[src/rtl/uart_pkg.sv]
// Shared UART definitions: receiver FSM states, parity modes, baud divisor
// and the parity-check helper.
package uart_pkg;

  typedef enum logic [2:0] {
    IDLE  = 3'd0,
    START = 3'd1,
    DATA  = 3'd2,
    PAR   = 3'd3,
    STOP  = 3'd4,
    BREAK = 3'd5
  } state_e;

  localparam int PAR_NONE = 0;
  localparam int PAR_EVEN = 1;
  localparam int PAR_ODD  = 2;

  localparam int UART_CLKS_115200 = 434;

  // Returns 1 when the received parity bit disagrees with the data bits.
  function automatic logic parity_bad(input logic [7:0] data, input logic par_bit,
                                      input logic odd);
    return par_bit != ((^data) ^ odd);
  endfunction

endpackage

[src/rtl/sync_2ff.sv]
// Two-flop synchronizer for a single asynchronous input pin.
module sync_2ff #(
  parameter logic RESET_VAL = 1'b1
) (
  input  logic clk,
  input  logic reset_n,
  input  logic d,
  output logic q
);

  logic meta;

  always_ff @(posedge clk or negedge reset_n) begin
    if (!reset_n) begin
      meta <= RESET_VAL;
      q    <= RESET_VAL;
    end else begin
      meta <= d;
      q    <= meta;
    end
  end

endmodule

[src/rtl/uart_rx.sv]
// UART receiver: 8 data bits LSB first, optional parity, one stop bit, with a
// one-byte output buffer and single-cycle error pulses.
module uart_rx
  import uart_pkg::*;
#(
  parameter int CLKS_PER_BIT = UART_CLKS_115200,
  parameter int PARITY       = PAR_NONE
) (
  input  logic       clk,
  input  logic       reset_n,
  input  logic       rxd,
  output logic [7:0] rx_data,
  output logic       rx_valid,
  input  logic       rx_ready,
  output logic       frame_err,
  output logic       parity_err,
  output logic       overrun,
  output logic       busy,
  output state_e     state_dbg
);

  // Handshake: a byte transfers on any rising clk edge where rx_valid and
  // rx_ready are both 1; rx_data is held stable for as long as rx_valid is 1.

  localparam logic [15:0] HALF_LOAD = 16'(CLKS_PER_BIT / 2 - 1);
  localparam logic [15:0] BIT_LOAD  = 16'(CLKS_PER_BIT - 1);
  localparam logic        ODD_PAR   = (PARITY == PAR_ODD);

  logic        rxs;
  state_e      state_q, state_d;
  logic [15:0] timer_q, timer_d;
  logic [2:0]  bit_idx_q, bit_idx_d;
  logic [7:0]  shift_q, shift_d;
  logic        par_bad_q, par_bad_d;
  logic [7:0]  rx_data_d;
  logic        rx_valid_d, frame_err_d, parity_err_d, overrun_d;

  sync_2ff #(.RESET_VAL(1'b1)) u_sync (
    .clk     (clk),
    .reset_n (reset_n),
    .d       (rxd),
    .q       (rxs)
  );

  always_ff @(posedge clk or negedge reset_n) begin
    if (!reset_n) begin
      state_q    <= IDLE;
      timer_q    <= '0;
      bit_idx_q  <= '0;
      shift_q    <= '0;
      par_bad_q  <= 1'b0;
      rx_data    <= '0;
      rx_valid   <= 1'b0;
      frame_err  <= 1'b0;
      parity_err <= 1'b0;
      overrun    <= 1'b0;
    end else begin
      state_q    <= state_d;
      timer_q    <= timer_d;
      bit_idx_q  <= bit_idx_d;
      shift_q    <= shift_d;
      par_bad_q  <= par_bad_d;
      rx_data    <= rx_data_d;
      rx_valid   <= rx_valid_d;
      frame_err  <= frame_err_d;
      parity_err <= parity_err_d;
      overrun    <= overrun_d;
    end
  end

  always_comb begin
    state_d      = state_q;
    timer_d      = timer_q;
    bit_idx_d    = bit_idx_q;
    shift_d      = shift_q;
    par_bad_d    = par_bad_q;
    rx_data_d    = rx_data;
    rx_valid_d   = rx_valid;
    frame_err_d  = 1'b0;
    parity_err_d = 1'b0;
    overrun_d    = 1'b0;

    if (rx_valid && rx_ready) rx_valid_d = 1'b0;

    case (state_q)
      IDLE: begin
        if (!rxs) begin
          state_d = START;
          timer_d = HALF_LOAD;
        end
      end
      START: begin
        if (timer_q != '0) begin
          timer_d = timer_q - 16'd1;
        end else if (!rxs) begin
          state_d   = DATA;
          timer_d   = BIT_LOAD;
          bit_idx_d = '0;
          par_bad_d = 1'b0;
        end else begin
          state_d = IDLE;
        end
      end
      DATA: begin
        if (timer_q != '0) begin
          timer_d = timer_q - 16'd1;
        end else begin
          shift_d   = {rxs, shift_q[7:1]};
          timer_d   = BIT_LOAD;
          bit_idx_d = bit_idx_q + 3'd1;
          if (bit_idx_q == 3'd7) state_d = (PARITY != PAR_NONE) ? PAR : STOP;
        end
      end
      PAR: begin
        if (timer_q != '0) begin
          timer_d = timer_q - 16'd1;
        end else begin
          par_bad_d = parity_bad(shift_q, rxs, ODD_PAR);
          timer_d   = BIT_LOAD;
          state_d   = STOP;
        end
      end
      STOP: begin
        if (timer_q != '0) begin
          timer_d = timer_q - 16'd1;
        end else begin
          state_d = IDLE;
          if (!rxs) begin
            frame_err_d = 1'b1;
            state_d     = BREAK;
          end else if (par_bad_q) begin
            parity_err_d = 1'b1;
          end else if (!rx_valid || rx_ready) begin
            // A simultaneous accept frees the buffer, so the new byte wins.
            rx_data_d  = shift_q;
            rx_valid_d = 1'b1;
          end else begin
            overrun_d = 1'b1;
          end
        end
      end
      BREAK: begin
        if (rxs) state_d = IDLE;
      end
      default: state_d = IDLE;
    endcase
  end

  assign busy      = (state_q != IDLE);
  assign state_dbg = state_q;

endmodule
[config.mk]
export PLATFORM = sky130hd
export DESIGN_NAME = uart_rx
export DESIGN_NICKNAME = d
export VERILOG_FILES = /design/src/rtl/uart_pkg.sv /design/src/rtl/sync_2ff.sv /design/src/rtl/uart_rx.sv
export SDC_FILE = /design/constraint.sdc
export NUM_CORES = 1
export LEC_CHECK = 0
export CAP_MARGIN = 20
export CORE_UTILIZATION = 59
export CTS_BUF_LIST = sky130_fd_sc_hd__clkbuf_8
export DETAILED_ROUTE_END_ITERATION = 8
export DONT_BUFFER_PORTS = 1
export HOLD_SLACK_MARGIN = 0.08
export PLACE_DENSITY = 0.78
export SLEW_MARGIN = 10
export SYNTH_ARGS = -nofsm -noshare
export SYNTH_HDL_FRONTEND = slang
export SYNTH_HIERARCHICAL = 1
export SYNTH_SLANG_ARGS = --single-unit
export TNS_END_PERCENT = 50
[constraint.sdc]
create_clock -name clk -period 2.15 [get_ports clk]
set_input_delay 0.215 -clock clk [delete_from_list [all_inputs] [get_ports clk]]
set_output_delay 0.215 -clock clk [all_outputs]
set_load 0.01 [all_outputs]
==> results.toml, run 1 <==
[outcome]
status = "finished, final reports clean"

[hold_path]
hp-class = "input port to flop"
hold_start = "rx_ready"
hold_end = "rx_valid"
holdPathStages = 2

[layout]
fin_nets = 257
drive_gt1_frac = 0.203
syn2layout_area_growth_pct = 14.8
finalNonFillerCells = 299
fin_area_um2 = 2630
diodes = 0
final_util = 0.714

[synthesis]
synth-seq-area-share = 0.492
synthCells = 229
synth-edff-count = 0
yosysWarnings = 6
synthArstFlopShare = 1.00
ys.flop_type = "dfrtp_1"
synth_nets = 236
synth-seq-cells = 45
synth_area_per_cell_um2 = 10.0
synth_cell_types = 52
syn_area_um2 = 2290

[setup_path]
cp_data_required_time_ns = 2.33
cp-end-kind = "flop"
crit_chain = "inv_1 > ha_1 > nor3b_2 > and4b_2 > buf_4 > a21o_1 > nand2_1 > a32o_1"
max_stage_delay_ns = 0.38
r2r_end = "timer_q[8]"
worst-r2r-setup-slack_ns = 0.09
arrival_ns = 2.24
crit_cells = 8
cpMaxStageDelayCell = "dfrtp_1"
r2r-start = "timer_q[1]"
setup.worst_path.start_class = "flop"
critPathBufInv = 2
path_max_fanout = 7
crit_type = "flop to flop"
reg2reg_depth = 8
path_delay_family = "simple AND/OR/NAND/NOR gates"

[pwr]
ir_worst_vdd_uv = 432
power.density_nw_per_um2 = 575
p_leak_nw = 1.21

[timing]
slew_headroom = 0.702
setup_violations = 0
skew_ns = 0.0147
hold_viol_final = 0
min_period_ns = 2.06
rsz0062_at_grt = "true"
hold-worst-slack_ns = 0.190
post-route-period-util = 0.957
worst_slew_pin_slew_ns = 0.446
finalMaxSlewViolations = 0
timing.fmax_mhz = 486

[detailed_routing]
firstDrtPassIters = 4
avgRoutedWirePerCell_um = 16.0
drcViolationCount = 0
via_per_inst = 6.10
via_count = 1824
wl_um = 4800
drt_iter0_drc = 170
antenna_left = 0

[place]
port_buffers = 0
hpwl_um = 3290
gp_congestion = 0.895
placed_cell_area_um2 = 2430
dp.cells = 286

[global_routing]
overflow = 0
grt_pass1_wl_um = 7980
antenna_found_initial = 0
grt_start_max_net_pins = 46
grt_use_total = 0.254
grt_pass1_vias = 1740

[floorplan]
die_area_um2 = 4140
fp.dieW_um = 64.3
core_um2 = 3690
die_h_um = 64.3
initial_core_util = 0.622
io_pins = 20
num_rows = 22

[clock_tree]
clk_latency_ns = 0.30
cts_tree = "done"
cts_max_path_buffers = 2
cts_inserted_buffers = 5
clkSinkCount = 45
root_buffer = "clkbuf_8"
h-tree-depth = 2
path_clk_slew_ns = 0.09

[run]
cap_violations = 0
-- worst reg2reg max path: stages (launching register included) --
cell	delay [ns]
dfrtp_1	0.38
inv_1	0.08
ha_1	0.16
nor3b_2	0.20
and4b_2	0.30
buf_4	0.19
a21o_1	0.18
nand2_1	0.15
a32o_1	0.30
-- worst max-delay path by stage --
| stage | endpoint | slack [ns] | startpoint |
|---|---|---|---|
| 2_1_floorplan | bit_idx_q[0] | 0.08 | timer_q[0] |
| 3_3_place_gp | timer_q[8] | 0.05 | timer_q[1] |
| 3_5_place_dp | timer_q[8] | -0.04 | timer_q[1] |
| 4_1_cts | timer_q[15] | 0.05 | timer_q[0] |
| 5_1_grt | timer_q[15] | -0.03 | timer_q[1] |
| 6_report | timer_q[8] | 0.09 | timer_q[1] |
-- report_power, final --
group	internal, mW	switching [mW]
clock	0.344	0.283
combinational	0.0115	0.0258
sequential	0.849	0.00183
total	1.20	0.311
-- Yosys cell counts, drive strengths merged (2+ instances only) --
library cell / instances / area, um^2
a211oi: 2 / 15.0
nand4: 2 / 12.5
buf: 8 / 67.6
o31ai: 2 / 15.0
nand3: 7 / 40.0
clkbuf: 2 / 7.51
dfstp: 2 / 52.6
nor3: 14 / 70.1
dfrtp: 43 / 1080
or4: 2 / 18.8
a21o: 3 / 22.5
nand2: 33 / 124
and2: 6 / 40.0
a31oi: 6 / 52.6
o21ai: 13 / 65.1
nor3b: 2 / 15.0
mux2: 9 / 101
a22oi: 3 / 27.5
a21oi: 11 / 66.3
xnor2: 8 / 70.1
nor2: 11 / 43.8
inv: 8 / 30.0
ha: 3 / 37.5
a22o: 2 / 17.5
nor4: 3 / 18.8
nand2b: 3 / 18.8
o22ai: 6 / 37.5
-- state kept, by name (all words and copies together), names as in the netlist --
name         cells
overrun          1
timer_q         16
rx_data          8
frame_err        1
par_bad_q        1
state_dbg        3
shift_q          8
u_sync/meta      1
parity_err       1
bit_idx_q        3
u_sync/q         1
rx_valid         1
-- area by class of cell --
| type | instances | area (um^2) |
|---|---|---|
| Clock buffer | 5 | 68.8 |
| Clock inverter | 3 | 42.5 |
| Fill cell | 269 | 1050 |
| Inverter | 8 | 30.0 |
| Multi-Input combinational cell | 166 | 1090 |
| Sequential cell | 45 | 1130 |
| Tap cell | 48 | 60.1 |
| Timing Repair Buffer | 24 | 218 |
-- per-layer routing --
| metal | vias to the layer above | global-route usage | share of wire |
|---|---|---|---|
| li1 | 865 | - | - |
| met1 | 893 | 0.366 | 0.46 |
| met2 | 64 | 0.363 | 0.47 |
| met3 | 2 | 0.0661 | 0.066 |
| met4 | 0 | 0.100 | 0.0021 |
| met5 | - | 0 | 0 |
-- per-stage QoR --
step / total power, mW / setup WS [ns] / setup TNS [ns]
2_1_floorplan: 0.875 / 0.0753 / 0
3_3_place_gp: 0.880 / 0.0483 / 0
3_5_place_dp: 0.880 / -0.0447 / -0.0447
4_1_cts: 1.53 / 0.0540 / 0
5_1_grt: 1.57 / -0.0349 / -0.0874
6_report: 1.52 / 0.0930 / 0
-- placed cells by master (no fill, tap or decap), types with 3 or more instances in the layout --
cell type / count
a31oi_1: 5
and2_1: 5
dfrtp_1: 43
nand2b_1: 3
xnor2_1: 8
nor2_1: 10
nor3_1: 14
ha_1: 3
a21o_1: 3
buf_4: 20
nand2_1: 33
clkbuf_8: 5
mux2_2: 9
o22ai_1: 6
inv_1: 9
o21ai_0: 11
nand3_1: 6
a21oi_1: 10
-- logic make-up (layout without fill, tap and decap cells) --
kind of cell	Yosys count	in the layout	synth area share
AOI/OAI and AO/OA	58	58	0.178
xor gates and xnor gates	9	9	0.0344
adders and majority gates	3	3	0.0164
buffers and inverters	18	40	0.0458
DFF	45	45	0.492
muxes	9	9	0.0442
and+or+nand+nor	87	87	0.189
-- timing repair --
action                     4_1_cts  5_1_grt
setup endpoints to repair        3        2
pin swaps                        0        1
hold buffers                     3        0
resized for setup                2        3
gates cloned                     0        0
hold endpoints to repair        46        0
setup buffers                    0        2
Note: power is estimated with default switching activity, not from simulation.
==> run 2, diff against run 1 <==
==> constraint.sdc (replaced) <==
create_clock -name clk -period 2.15 [get_ports clk]
set_input_delay 0.215 -clock clk [delete_from_list [all_inputs] [get_ports clk]]
set_output_delay 0.215 -clock clk [all_outputs]
set_load 0.02 [all_outputs]
==> run 2 against run 1 <==
Critical path depth stayed put. Register-to-register slack worse by 0.02 ns. Wire length is 1.8% higher. Sequential cell count stayed put. Hold slack worse by 0.016 ns. Clock-buffer cell count stayed put. First-iteration DRC count is 32% lower. Die area stayed put.
==> results.toml, run 2 (synthesized netlist as in run 1, its figures left out) <==
[clock_tree]
path_clk_slew_ns = 0.08
clkSinkCount = 45
cts_max_path_buffers = 2
clk_latency_ns = 0.29
cts_inserted_buffers = 5
h-tree-depth = 2
root_buffer = "clkbuf_8"
cts_tree = "done"

[place]
hpwl_um = 3450
port_buffers = 0
placed_cell_area_um2 = 2430
gp_congestion = 0.894

[floorplan]
initial_core_util = 0.622
fp.dieW_um = 64.3
die_h_um = 64.3
io_pins = 20
core_um2 = 3690
die_area_um2 = 4140
num_rows = 22

[timing]
hold-worst-slack_ns = 0.174
worst_slew_pin_slew_ns = 0.396
setup_violations = 0
finalMaxSlewViolations = 0
min_period_ns = 2.08
timing.fmax_mhz = 481
post-route-period-util = 0.968
hold_viol_final = 0
skew_ns = 0.00645
slew_headroom = 0.735

[global_routing]
grt_start_max_net_pins = 46
grt_use_total = 0.264
overflow = 0
grt_pass1_wl_um = 8290
antenna_found_initial = 0
grt_pass1_vias = 1721

[setup_path]
crit_chain = "inv_1 > ha_1 > nor3b_2 > and4b_2 > buf_6 > a21o_1 > nand2_1 > a32o_1"
worst-r2r-setup-slack_ns = 0.07
cpMaxStageDelayCell = "dfrtp_1"
arrival_ns = 2.26
r2r_end = "timer_q[8]"
cp-end-kind = "flop"
cp_data_required_time_ns = 2.33
reg2reg_depth = 8
crit_type = "flop to flop"
path_max_fanout = 7
setup.worst_path.start_class = "flop"
r2r-start = "timer_q[0]"
max_stage_delay_ns = 0.40

[layout]
diodes = 0
reg_top3 = "timer_q x16, rx_data x8, shift_q x8"
max_flop_register = "timer_q"
final_common_cell = "dfrtp_1"
final_cell_mix = "43 x dfrtp_1, 33 x nand2_1, 19 x buf_4"
largest_reg_flops = 16
fin_area_um2 = 2600
syn2layout_area_growth_pct = 13.4
fin_nets = 256
drive_gt1_frac = 0.196

[pwr]
ir_worst_vdd_uv = 408
power.density_nw_per_um2 = 573
p_leak_nw = 1.20

[hold_path]
holdPathStages = 2
hold_start = "rx_ready"
hold_end = "rx_valid"
hp-class = "input port to flop"

[detailed_routing]
avgRoutedWirePerCell_um = 16.4
drcViolationCount = 0
antenna_left = 0
firstDrtPassIters = 4
via_count = 1808
via_per_inst = 6.07
drt_iter0_drc = 116
wl_um = 4880

[outcome]
status = "finished, final reports clean"

[run]
cap_violations = 0
## run 2: worst max-delay path by stage
stage / start / endpoint / slack [ns] / depth (start not counted)
finish: timer_q[0] / timer_q[8] / 0.07 / 8
global route: timer_q[0] / timer_q[8] / -0.001 / 8
CTS: timer_q[8] / timer_q[8] / 0.06 / 6
detailed placement: timer_q[1] / timer_q[8] / -0.03 / 8
global placement: timer_q[1] / timer_q[8] / 0.09 / 8
floorplan: timer_q[0] / bit_idx_q[0] / 0.08 / 8
## run 2: worst max-delay path, delay by kind of cell, from the launching register on
family / cells / cell delay (ns)
compound gates: 2 / 0.48
flops: 1 / 0.40
simple gates: 3 / 0.72
fa+ha+maj: 1 / 0.16
buf+inv: 2 / 0.22
## run 2: stage by stage
stage | instances | TNS [ns] | setup slack (ns) | power, mW | util
after CTS | 297 | 0 | 0.0552 | 1.51 | 0.702
after floorplan | 229 | 0 | 0.0753 | 0.875 | -
after detailed placement | 286 | -0.0325 | -0.0325 | 0.880 | 0.658
after global routing | 298 | -0.00122 | -0.00122 | 1.55 | 0.705
final | 298 | 0 | 0.0698 | 1.49 | 0.705
after global placement | 286 | 0 | 0.0875 | 0.880 | 0.658
## run 2: what timing repair did
item	CTS	global route
endpoints found under the hold margin	46	0
resized for setup	2	1
hold buffers	3	0
setup endpoints to repair	1	3
buffers inserted	0	1
pin swaps	0	1
## run 2: area by class of cell
type                            count  area [um^2]
Clock buffer                        5         68.8
Clock inverter                      3         38.8
Fill cell                         300         1090
Inverter                            8         30.0
Multi-Input combinational cell    166         1070
Sequential cell                    45         1130
Tap cell                           48         60.1
Timing Repair Buffer               23          201
## run 2: metal layers
layer	global-route usage	vias up	routed length (um)
met2	0.395	56	2280
met4	0.111	0	78
met3	0.0429	7	234
li1	-	870	-
met1	0.378	875	2280
met5	0	-	0
## run 2: power by group
part           internal, mW  total (mW)  switching (mW)
Clock                 0.340       0.601           0.261
Sequential            0.849       0.851         0.00178
Combinational        0.0115      0.0370          0.0255
Total                  1.20        1.49           0.289
==> run 3, diff against run 2 <==
--- a/config.mk
+++ b/config.mk
@@ -12,6 +12,7 @@
 export DONT_BUFFER_PORTS = 1
 export HOLD_SLACK_MARGIN = 0.08
 export PLACE_DENSITY = 0.78
+export SKIP_LAST_GASP = 1
 export SLEW_MARGIN = 10
 export SYNTH_ARGS = -nofsm -noshare
 export SYNTH_HDL_FRONTEND = slang
==> run 3 against run 2 <==
Critical path depth decreased by 2. Combinational power about the same. Hold slack got worse by 0.0017 ns. Global-route usage unchanged. Clock-buffer cell count unchanged. Sequential cell count unchanged. Register-to-register slack got worse by 0.03 ns. First-iteration DRC count decreased by 2.6%. Non-clock buffer count unchanged. Die area unchanged. Wire length increased by 0.14%. Sequential share of layout area increased by 0.063 points.
==> results.toml, run 3 (synthesized netlist as in run 1, its figures left out) <==
[detailed_routing]
firstDrtPassIters = 4
avgRoutedWirePerCell_um = 16.4
drcViolationCount = 0
via_per_inst = 5.99
wl_um = 4890
antenna_left = 0
drt_iter0_drc = 113
via_count = 1786

[place]
hpwl_um = 3450
dp.cells = 286
port_buffers = 0
dp_slack_ns = -0.0325
gp_congestion = 0.894
placed_cell_area_um2 = 2430

[global_routing]
grt_start_max_net_pins = 46
global_route.usage.met2 = 0.395
grtUsageMet3 = 0.0429
antenna_found_initial = 0
use_met1 = 0.378
overflow = 0
grt_pass1_vias = 1721
grt_use_total = 0.264
grt_pass1_wl_um = 8290
grt_busiest_layer = "met2"

[layout]
syn2layout_area_growth_pct = 13.2
final_util = 0.704
fin_area_um2 = 2600
reg_top3 = "timer_q x16, rx_data x8, shift_q x8"
finalNonFillerCells = 298
diodes = 0
max_flop_register = "timer_q"
final_cell_mix = "43 x dfrtp_1, 33 x nand2_1, 20 x buf_4"
largest_reg_flops = 16
final_common_cell = "dfrtp_1"
drive_gt1_frac = 0.196
fin_nets = 256

[clock_tree]
clk_latency_ns = 0.29
cts_inserted_buffers = 5
cts_tree = "done"
path_clk_slew_ns = 0.08
cts_max_path_buffers = 2
clkSinkCount = 45
root_buffer = "clkbuf_8"
h-tree-depth = 2

[floorplan]
initial_core_util = 0.622
die_h_um = 64.3
fp.dieW_um = 64.3
num_rows = 22
io_pins = 20
die_area_um2 = 4140
core_um2 = 3690

[pwr]
ir_worst_vdd_uv = 408
p_leak_nw = 1.20
power.density_nw_per_um2 = 574
p_total_mw = 1.49
p_sw_mw = 0.290
p_clk_frac = 0.404
netSwitchingFraction = 0.194
p_int_mw = 1.20
p_comb_frac = 0.025
p_seq_frac = 0.571

[timing]
setup_violations = 0
rsz0062_at_grt = "true"
setup_slack_ns = 0.0402
hold-worst-slack_ns = 0.172
post-route-period-util = 0.981
finalMaxSlewViolations = 0
min_period_ns = 2.11
slew_headroom = 0.728
skew_ns = 0.00625
setup-tns-final_ns = 0
worst_slew_pin_slew_ns = 0.407
hold_viol_final = 0
timing.fmax_mhz = 474

[setup_path]
cp_data_required_time_ns = 2.33
cp-end-kind = "flop"
path_max_fanout = 7
arrival_ns = 2.29
setup.worst_path.start_class = "flop"
crit_type = "flop to flop"

[hold_path]
hp-class = "input port to flop"

[run]
cap_violations = 0

[outcome]
status = "finished, final reports clean"
[run 3: cell count changes in the layout (fill, tap and decap cells not counted)]
cell,change
buf_4,+1
buf_6,-1
[run 3: timing repair]
action	CTS	global route
endpoints found under the setup margin	1	3
setup buffers	0	1
hold buffers	3	0
hold endpoints to repair	46	0
resized for setup	2	0
[run 3: final timing paths]
path / cells past startpoint / slack, ns / startpoint / endpoint
max: 6 / 0.04 / timer_q[8] / timer_q[8]
min: 2 / 0.17 / rx_ready / rx_valid
max reg2reg: 6 / 0.04 / timer_q[8] / timer_q[8]
min reg2reg: 0 / 0.36 / u_sync/meta / u_sync/q
max in group asynchronous: 2 / 1.44 / reset_n / u_sync/q
min in group asynchronous: 2 / 0.44 / reset_n / state_dbg[2]
[run 3: power groups by stage]
stage	Clock, mW	Sequential [mW]	Combinational (mW)
after detailed placement	0	0.868	0.0121
after floorplan	0	0.867	0.00777
after global routing	0.656	0.851	0.0420
after CTS	0.618	0.851	0.0381
after global placement	0	0.868	0.0121
final	0.602	0.851	0.0371
[run 3: layout make-up]
| class | count | area, um^2 |
|---|---|---|
| Clock buffer | 5 | 68.8 |
| Inverter | 8 | 30.0 |
| Fill cell | 301 | 1090 |
| Clock inverter | 3 | 38.8 |
| Multi-Input combinational cell | 166 | 1070 |
| Tap cell | 48 | 60.1 |
| Timing Repair Buffer | 23 | 198 |
| Sequential cell | 45 | 1130 |
[run 3: worst max-delay path: stages (launching register included)]
cell and delay (ns):
dfrtp_1 0.44, nor4_1 0.38, and4b_2 0.34, buf_4 0.18, a21o_1 0.21, nand2_1 0.18
a32o_1 0.29
[run 3: layer usage]
metal  wire [um]  share of wire  vias up
met5           0              0        -
met4          66          0.014        0
met3         198          0.041        7
met2        2290           0.47       48
met1        2330           0.48      861
li1            -              -      870
